$ cat src/rtl/branch_redirect_ctrl.sv
// Control-hazard sequencer: registers a taken branch/jump from EX, drives the PC redirect until fetch
// accepts it, then flushes IF for FLUSH_DEPTH cycles. Optional statistics counter: BJ_CTRL_STATS_EN.
module branch_redirect_ctrl #(
    parameter int XLEN        = 32,
    parameter int FLUSH_DEPTH = 2
`ifdef BJ_CTRL_STATS_EN
    ,
    parameter int CNT_W       = 16
`endif
) (
    input  logic            i_clk,
    input  logic            i_rst_n,
    input  logic            i_Valid_ex,
    input  logic            i_B_J_taken,
    input  logic [XLEN-1:0] i_Target,
    input  logic            i_Imem_ready,
    input  logic            i_Stall_req,
    output logic            o_Pc_sel,
    output logic [XLEN-1:0] o_Pc_target,
    output logic            o_Flush_if,
    output logic            o_Flush_id,
    output logic            o_Stall,
    output logic            o_Busy
`ifdef BJ_CTRL_STATS_EN
    ,
    output logic [CNT_W-1:0] o_Redirect_count
`endif
);

    // Redirect handshake: o_Pc_sel is valid, i_Imem_ready is ready; the redirect transfers on a rising
    // edge where both are high, and o_Pc_sel/o_Pc_target stay stable until that edge.
    typedef enum logic [1:0] {
        S_IDLE     = 2'd0,
        S_REDIRECT = 2'd1,
        S_DRAIN    = 2'd2
    } state_t;

    localparam logic [2:0] DRAIN_LOAD = 3'(FLUSH_DEPTH);

    state_t            r_state;
    state_t            w_state_nxt;
    logic [2:0]        r_cnt;
    logic [2:0]        w_cnt_nxt;
    logic [XLEN-1:0]   r_target;
    logic [XLEN-1:0]   w_target_nxt;
    logic              w_accept;

    always_ff @(posedge i_clk or negedge i_rst_n) begin
        if (!i_rst_n) begin
            r_state  <= S_IDLE;
            r_cnt    <= 3'd0;
            r_target <= '0;
        end else begin
            r_state  <= w_state_nxt;
            r_cnt    <= w_cnt_nxt;
            r_target <= w_target_nxt;
        end
    end

    always_comb begin
        w_state_nxt  = r_state;
        w_cnt_nxt    = r_cnt;
        w_target_nxt = r_target;
        w_accept     = 1'b0;
        o_Pc_sel     = 1'b0;
        o_Flush_if   = 1'b0;
        o_Flush_id   = 1'b0;
        o_Stall      = i_Stall_req;
        case (r_state)
            S_IDLE: begin
                if (i_Valid_ex && i_B_J_taken) begin
                    // Bit 0 is cleared so JALR targets are always halfword aligned.
                    w_target_nxt = i_Target & ~XLEN'(1);
                    w_state_nxt  = S_REDIRECT;
                end
            end
            S_REDIRECT: begin
                o_Pc_sel   = 1'b1;
                o_Flush_if = 1'b1;
                o_Flush_id = 1'b1;
                o_Stall    = ~i_Imem_ready;
                if (i_Imem_ready) begin
                    w_accept = 1'b1;
                    if (FLUSH_DEPTH == 0) begin
                        w_state_nxt = S_IDLE;
                    end else begin
                        w_cnt_nxt   = DRAIN_LOAD;
                        w_state_nxt = S_DRAIN;
                    end
                end
            end
            S_DRAIN: begin
                o_Flush_if = 1'b1;
                w_cnt_nxt  = r_cnt - 3'd1;
                if (r_cnt <= 3'd1) begin
                    w_state_nxt = S_IDLE;
                end
            end
            default: begin
                w_state_nxt = S_IDLE;
            end
        endcase
    end

    assign o_Pc_target = r_target;
    assign o_Busy      = (r_state != S_IDLE);

`ifdef BJ_CTRL_STATS_EN
    logic [CNT_W-1:0] r_redirect_count;

    always_ff @(posedge i_clk or negedge i_rst_n) begin
        if (!i_rst_n) begin
            r_redirect_count <= '0;
        end else if (w_accept && (r_redirect_count != {CNT_W{1'b1}})) begin
            r_redirect_count <= r_redirect_count + CNT_W'(1);
        end
    end

    assign o_Redirect_count = r_redirect_count;
`else
    logic w_accept_unused;
    assign w_accept_unused = w_accept;
`endif

endmodule

$ cat config.mk
export PLATFORM = sky130hd
export DESIGN_NAME = branch_redirect_ctrl
export DESIGN_NICKNAME = d
export VERILOG_FILES = /design/src/rtl/branch_redirect_ctrl.sv
export SDC_FILE = /design/constraint.sdc
export NUM_CORES = 1
export LEC_CHECK = 0
export CAP_MARGIN = 30
export CORE_MARGIN = 2
export CORE_UTILIZATION = 38
export DETAILED_ROUTE_END_ITERATION = 16
export PLACE_DENSITY = 0.75
export SKIP_CTS_REPAIR_TIMING = 1
export SLEW_MARGIN = 20
export SYNTH_ARGS = -nofsm -noshare
export SYNTH_HDL_FRONTEND = slang
export SYNTH_SLANG_ARGS = --single-unit
$ cat constraint.sdc
create_clock -name i_clk -period 1.69 [get_ports i_clk]
set_clock_uncertainty 0.15 [all_clocks]
set_input_delay 0.2535 -clock i_clk [delete_from_list [all_inputs] [get_ports i_clk]]
set_output_delay 0.2535 -clock i_clk [all_outputs]
set_load 0.1 [all_outputs]
# Word-level counts from Yosys, hierarchy flattened
# Index checks and enable logic that the tools add are counted.
# totals
output_inout_bits,37
inputBits,38
regBits,36
word_cells,28
# op_classes
add_sub_neg,1
n_mux,9
reduce_logical,8
n_lt_le_gt_ge,1
eq_ne,5
bitwise,1
# op_table
operator,n
$mux W2,3
$ne A2 B2 Y1 const B,3
$pmux W2 S3,1
$pmux W3 S2,1
$reduce_and A2 Y1,2
$reduce_bool A2 Y1,2
$le A3 B1 Y1 const B,1
$mux W1,3
$mux W3,1
$reduce_and A3 Y1,1
$sub A3 B1 Y3 const B,1
$eq A2 B1 Y1 const B,1
$eq A2 B2 Y1 const B,1
$logic_not A2 Y1,1
$reduce_or A2 Y1,1
$logic_and A1 B1 Y1,1
$not A1 Y1,1

# Longest topological paths before layout
# Gate-level depths: netlist of the first run.
# depth
word_depth,3
depth_mapped,6
ltp_nobuf,5

# Worst setup path after synthesis of the first run
# OpenSTA, ideal clock, no wires.
# synth_path
path_kind,register to output
from,register r_state[1]
to,output o_Stall
stages_incl_launch_ff,4
t_required_ps,1286
slack_ps,-1958
arrival_time_ps,3245
path_cell_list,dfrtp_1 -> inv_1 -> ha_1 -> o21ai_0
# synth_via
elab_chain_cells,2
# synth_rtl
element,line_no,text
start: declaration,40,state_t r_state;
start signal: assignment,54,r_state <= w_state_nxt;
$eq A2 B1 Y1,69,case (r_state)
$mux W1,69,
end: declaration,22,"output logic o_Stall,"
# Every way passes these cells.

# Final worst setup path of the first run
# Ends and elaborated chain as after synthesis.

==> impl_metrics.csv, run 1 <==
group,metric,value,unit
routing,viasPerCell,4.94,
timing,fin_crit,1.74,ns
routing,met1Wirelength,1.71,mm
critical_path,crit_required,1.29,ns
status,status,"finished, violations left",
floorplan,core_area,4320,sq um
final_layout,drive_gt1_share,51.3,%
hold_path,min_path_type,"in -> async",
clocking,clock_latency,0.29,ns
final_layout,nNetsFinal,238,
timing,final-setup-viol-count,4,
yosys,ys_seq_elements,36,
routing,vias,1221,
timing,hold_viol,0,
critical_path,worstSetupPathType,"reg -> out",
yosys,synth.most_common_cell,"dfrtp_1",
clocking,root_buffer,"clkbuf_8",
global_routing,grt_pass1_vias,1291,
placed_design,port_buffers,72,
clocking,cts_tree,"built",
routing,drt_pass1_iterations,4,
floorplan,start_util,39.4,%
yosys,ys_types,24,
yosys,synthArstFlopShare,100,%
routing,wl_met2,2.16,mm
yosys,ys_seq_area_share,52.8,%
clocking,numCtsBuffers,5,
critical_path,cp_top_family,"flip-flops",
critical_path,critPathMaxFanout,3,
run,drv_cap,0,
routing,first_iter_violations,68,
global_routing,overflow,0,
routing,postRouteAntennaNets,0,
placed_design,gp_congestion,0.863,
global_routing,antenna_found_initial,0,
yosys,netlist_instances,110,
critical_path,slowest_stage,"dfrtp_1",
yosys,synthTopCellsByArea,"dfrtp_1 (53%), mux2_4 (26%), ha_1 (4.4%), buf_12 (3.5%), inv_1 (1.8%)",
clocking,clock-sinks,36,
global_routing,grtUsageTotal,17.9,%
global_routing,grt_start_max_net_pins,23,
critical_path,arrival,1.33,ns
routing,wl_met3,300,um
critical_path,critPathMaxStageDelay,0.41,ns
timing,timing.final.ws_setup,-0.0461,ns
global_routing,grt_pass1_wl,6.91,mm
critical_path,critPathBufInv,2,
routing,drt-total-wl,4.22,mm
yosys,ys_warn_count,0,
routing,routedWlPerCell,17.1,um
final_layout,num-fill-cells,285,
timing,max_freq,576,MHz
timing,rsz0062_at_grt,"yes",
final_layout,antenna_cells,0,
yosys,synth_nets,154,
yosys,yosys.area.top_type,"dfrtp_1",
timing,maxSlewViolCount,0,
status,violations,"setup timing",
yosys,synth_area,1710,sq um
critical_path,critPathLaunchType,"flop",
floorplan,fp.dieW,71.0,um
floorplan,die_h,71.0,um
yosys,synth-edff-count,0,
routing,detail_route.drc_violations,0,
timing,fin_setup_tns,-0.103,ns
clocking,path_clk_slew,0.08,ns
routing,top_layer_used,"met4",
placed_design,hpwl,3.26,mm
yosys,syn_avg_cell_area,15.5,sq um
critical_path,cp_cell_sequence,"inv_2, ha_4, nand2b_4, o21ai_4, buf_12",
yosys,synth_ff_type,"dfrtp_1",
floorplan,rows,24,
clocking,cts_max_level,2,
critical_path,crit_path_end_kind,"primary output",
timing,final.period_utilization,103,%
final_layout,area_growth,78.8,%
floorplan,dieArea,5040,sq um
floorplan,io_pins,75,
yosys,synth_commonest_cells,"dfrtp_1 (36), mux2_4 (30), inv_1 (8)",
yosys,synth_top_area_share,52.8,%
clocking,clockBufferDepth,2,
[cells in the final DEF (no fill, tap or decap), drive strengths merged]
master,count
buf,47
dfrtp,36
clkdlybuf4s50,35
mux2,32
inv,7
ha,6
clkbuf,5
o2111ai,3
clkinvlp,2
a31oi,2
nor2b,2
nand2b,2
o21ai,2
and2,2
nand2,2
nand4,1
nor2,1
a21boi,1
a21oi,1
a21bo,1
o22ai,1
conb,1
clkinv,1
bufinv,1
dlygate4sd3,1
[final timing paths]
check | startpoint | to | slack [ns] | cells after the start
setup / recovery | r_state[1]$_DFFE_PN0P_ | o_Stall | -0.05 | 5
hold / removal | i_rst_n | r_cnt[1]$_DFFE_PN0P_ | 0.27 | 2
setup reg to reg | r_state[0]$_DFFE_PN0P_ | r_state[1]$_DFFE_PN0P_ | 0.06 | 5
hold reg to reg | r_state[1]$_DFFE_PN0P_ | r_state[1]$_DFFE_PN0P_ | 0.43 | 1
max in group asynchronous | i_rst_n | o_Pc_target[17]$_DFFE_PN0P_ | 0.52 | 3
min in group i_clk | i_Target[6] | o_Pc_target[6]$_DFFE_PN0P_ | 0.42 | 2
[metal layers]
| metal | vias to the layer above | global-route usage, % |
|---|---|---|
| met4 | 0 | 5.03 |
| met5 | - | 0 |
| li1 | 543 | - |
| met2 | 56 | 30.0 |
| met1 | 615 | 22.4 |
| met3 | 7 | 5.70 |
[cell families (layout without fill, tap and decap cells)]
family / count (synthesis) / after routing / share of synthesized area, %
buffers and inverters: 14 / 99 / 6.46
flip-flops: 36 / 36 / 52.8
AND/OR/NAND/NOR: 10 / 10 / 3.81
AO/OA/AOI/OAI: 11 / 11 / 4.55
other: 1 / 1 / 0.220
adder cells (fa/ha/maj): 6 / 6 / 4.40
multiplexers: 32 / 32 / 27.7
[state kept, by name, indices dropped and copies added (netlist names)]
signal,count
o_Pc_target,31
r_cnt,3
r_state,2
[worst reg2reg max path, stage by stage, from the launching register on]
cell and delay [ns]:
dfrtp_2 0.44, inv_2 0.11, ha_4 0.18, a21bo_2 0.23, o2111ai_2 0.09, mux2_4 0.32
[per-stage QoR]
stage          util, %  hold slack (ns)  instances  instance area, sq um  worst slack [ns]
2_1_floorplan        -           -0.192        110                  1760           -0.0594
6_report          70.5            0.273        247                  3050           -0.0461
3_3_place_gp      66.8           0.0181        234                  2890           -0.0278
5_1_grt           70.5            0.301        247                  3050           -0.0967
3_5_place_dp      66.8           0.0234        234                  2890           -0.0461
4_1_cts           69.3           -0.300        242                  3000            -0.213
[cell type report]
| type | count | area, sq um | area share, % |
|---|---|---|---|
| well taps | 52 | 65.1 | 2.13 |
| multi-input cells | 60 | 751 | 24.6 |
| flip-flops and latches | 36 | 902 | 29.6 |
| repair buffers | 83 | 1190 | 38.9 |
| clock inverters | 3 | 42.5 | 1.40 |
| clock buffers | 5 | 68.8 | 2.26 |
| inverters | 8 | 33.8 | 1.11 |
Power of run 1 is left out: the tool's default activity adds up to more than one toggle a clock period on the data nets, which glitch-free logic cannot reach.
==> run 2, diff against run 1 <==
Settings changed: SLEW_MARGIN 20 to 25.
==> results of run 2 <==
No change in the layout: final DEF, timing and power equal those of run 1.
Power of run 2 is left out for the same reason.
==> run 3, diff against run 2 <==
Settings changed: GPL_ROUTABILITY_DRIVEN set to 0, TNS_END_PERCENT set to 30.
==> run 3 against run 2 <==
The run still ends with setup timing left. Count of clock-buffer cells in the layout increased by 1. Die area is the same. Largest cell class unchanged. Final cell count rose by 1.2%. Final area grew 0.82%. Core utilization is 0.58 points higher. Sequential cell count is the same. Wire length shrank 2.9%. Critical path type unchanged. First-iteration DRC count decreased by 19%. Critical path depth fell by 1. Fmax is 2.9% lower. Via count down 1.5%.
==> impl_metrics.csv, run 3 (same netlist as run 1, synthesis figures left out) <==
group,metric,value,unit
floorplan,rows,24,
critical_path,arrival,1.38,ns
timing,fin_crit,1.79,ns
routing,postRouteAntennaNets,0,
clocking,clock-sinks,36,
global_routing,grt_start_max_net_pins,37,
clocking,clockBufferDepth,2,
timing,max_freq,560,MHz
clocking,cts_tree,"built",
global_routing,antenna_found_initial,0,
status,status,"finished, violations left",
routing,first_iter_violations,55,
critical_path,crit_path_end_kind,"primary output",
floorplan,start_util,39.4,%
routing,routedWlPerCell,16.4,um
clocking,clock_latency,0.28,ns
timing,final-setup-viol-count,31,
timing,fin_setup_tns,-0.650,ns
timing,final.period_utilization,106,%
floorplan,dieArea,5040,sq um
clocking,path_clk_slew,0.07,ns
floorplan,io_pins,75,
routing,vias,1203,
final_layout,area_growth,80.3,%
global_routing,overflow,0,
placed_design,port_buffers,72,
critical_path,critPathMaxFanout,5,
final_layout,final_cell_mix,"buf_12 (39), dfrtp_1 (36), clkdlybuf4s50_1 (35)",
final_layout,largest_reg_flops,31,
floorplan,core_area,4320,sq um
floorplan,fp.dieW,71.0,um
final_layout,layout_commonest_cell,"buf_12",
critical_path,crit_start,"r_state[1]$_DFFE_PN0P_",
final_layout,antenna_cells,0,
timing,hold_viol,0,
critical_path,rrSetupSlack,-0.03,ns
global_routing,grt_pass1_wl,6.49,mm
clocking,cts_max_level,2,
hold_path,min_path_type,"in -> async",
critical_path,r2r_start,"r_state[1]$_DFFE_PN0P_",
routing,drt_pass1_iterations,4,
placed_design,place_area,2910,sq um
final_layout,drive_gt1_share,50.0,%
routing,viasPerCell,4.81,
global_routing,grt_pass1_vias,1324,
critical_path,crit_required,1.29,ns
run,drv_cap,0,
final_layout,final_util,71.1,%
timing,maxSlewViolCount,0,
timing,whs,0.391,ns
final_layout,nNetsFinal,242,
routing,detail_route.drc_violations,0,
floorplan,die_h,71.0,um
routing,drt-total-wl,4.10,mm
clocking,root_buffer,"clkbuf_8",
clocking,numCtsBuffers,5,
final_layout,fin_area,3070,sq um
critical_path,critPathLaunchType,"flop",
critical_path,worstSetupPathType,"reg -> out",
timing,timing.final.ws_setup,-0.0973,ns
placed_design,hpwl,3.16,mm
global_routing,grtUsageTotal,16.9,%
timing,rsz0062_at_grt,"yes",
status,violations,"setup timing",
[run 3: changes by cell type in the layout (fill, tap and decap cells not counted), sizes merged]
cell | before | now
buf | 47 | 51
bufinv | 1 | 0
clkbuf | 5 | 6
clkinvlp | 2 | 1
[run 3: stage by stage]
step	instances	setup WS, ns
2_1_floorplan	110	-0.0594
3_3_place_gp	236	-0.0198
3_5_place_dp	236	-0.0485
4_1_cts	243	-0.172
5_1_grt	250	-0.162
6_report	250	-0.0973
[run 3: final timing paths]
check	depth (start not counted)	endpoint
setup reg to reg	7	o_Pc_target[27]$_DFFE_PN0P_
min in group i_clk	1	o_Pc_target[5]$_DFFE_PN0P_
setup / recovery	4	o_Flush_if
max in group asynchronous	3	r_cnt[0]$_DFFE_PN0P_
hold reg to reg	1	o_Pc_target[5]$_DFFE_PN0P_
hold / removal	3	o_Pc_target[14]$_DFFE_PN0P_
[run 3: worst max-delay path, stage by stage (launching register included)]
cell,delay (ns)
dfrtp_1,0.40
inv_2,0.08
buf_4,0.14
ha_4,0.30
buf_12,0.18
[run 3: layer usage]
metal / global-route usage [%] / vias up / wire [um]
li1: - / 552 / -
met1: 21.0 / 594 / 1630
met2: 28.8 / 51 / 2140
met3: 3.85 / 6 / 277
met4: 6.29 / 0 / 59
met5: 0 / - / 0
[run 3: cell type report]
type	instances	area (sq um)
multi-input combinational	60	753
tap	52	65.1
timing repair buffer	87	1240
fill	282	1250
inverter	8	33.8
clock inverter	1	5.00
clock buffer	6	72.6
sequential	36	901
Power of run 3 is left out for the same reason.
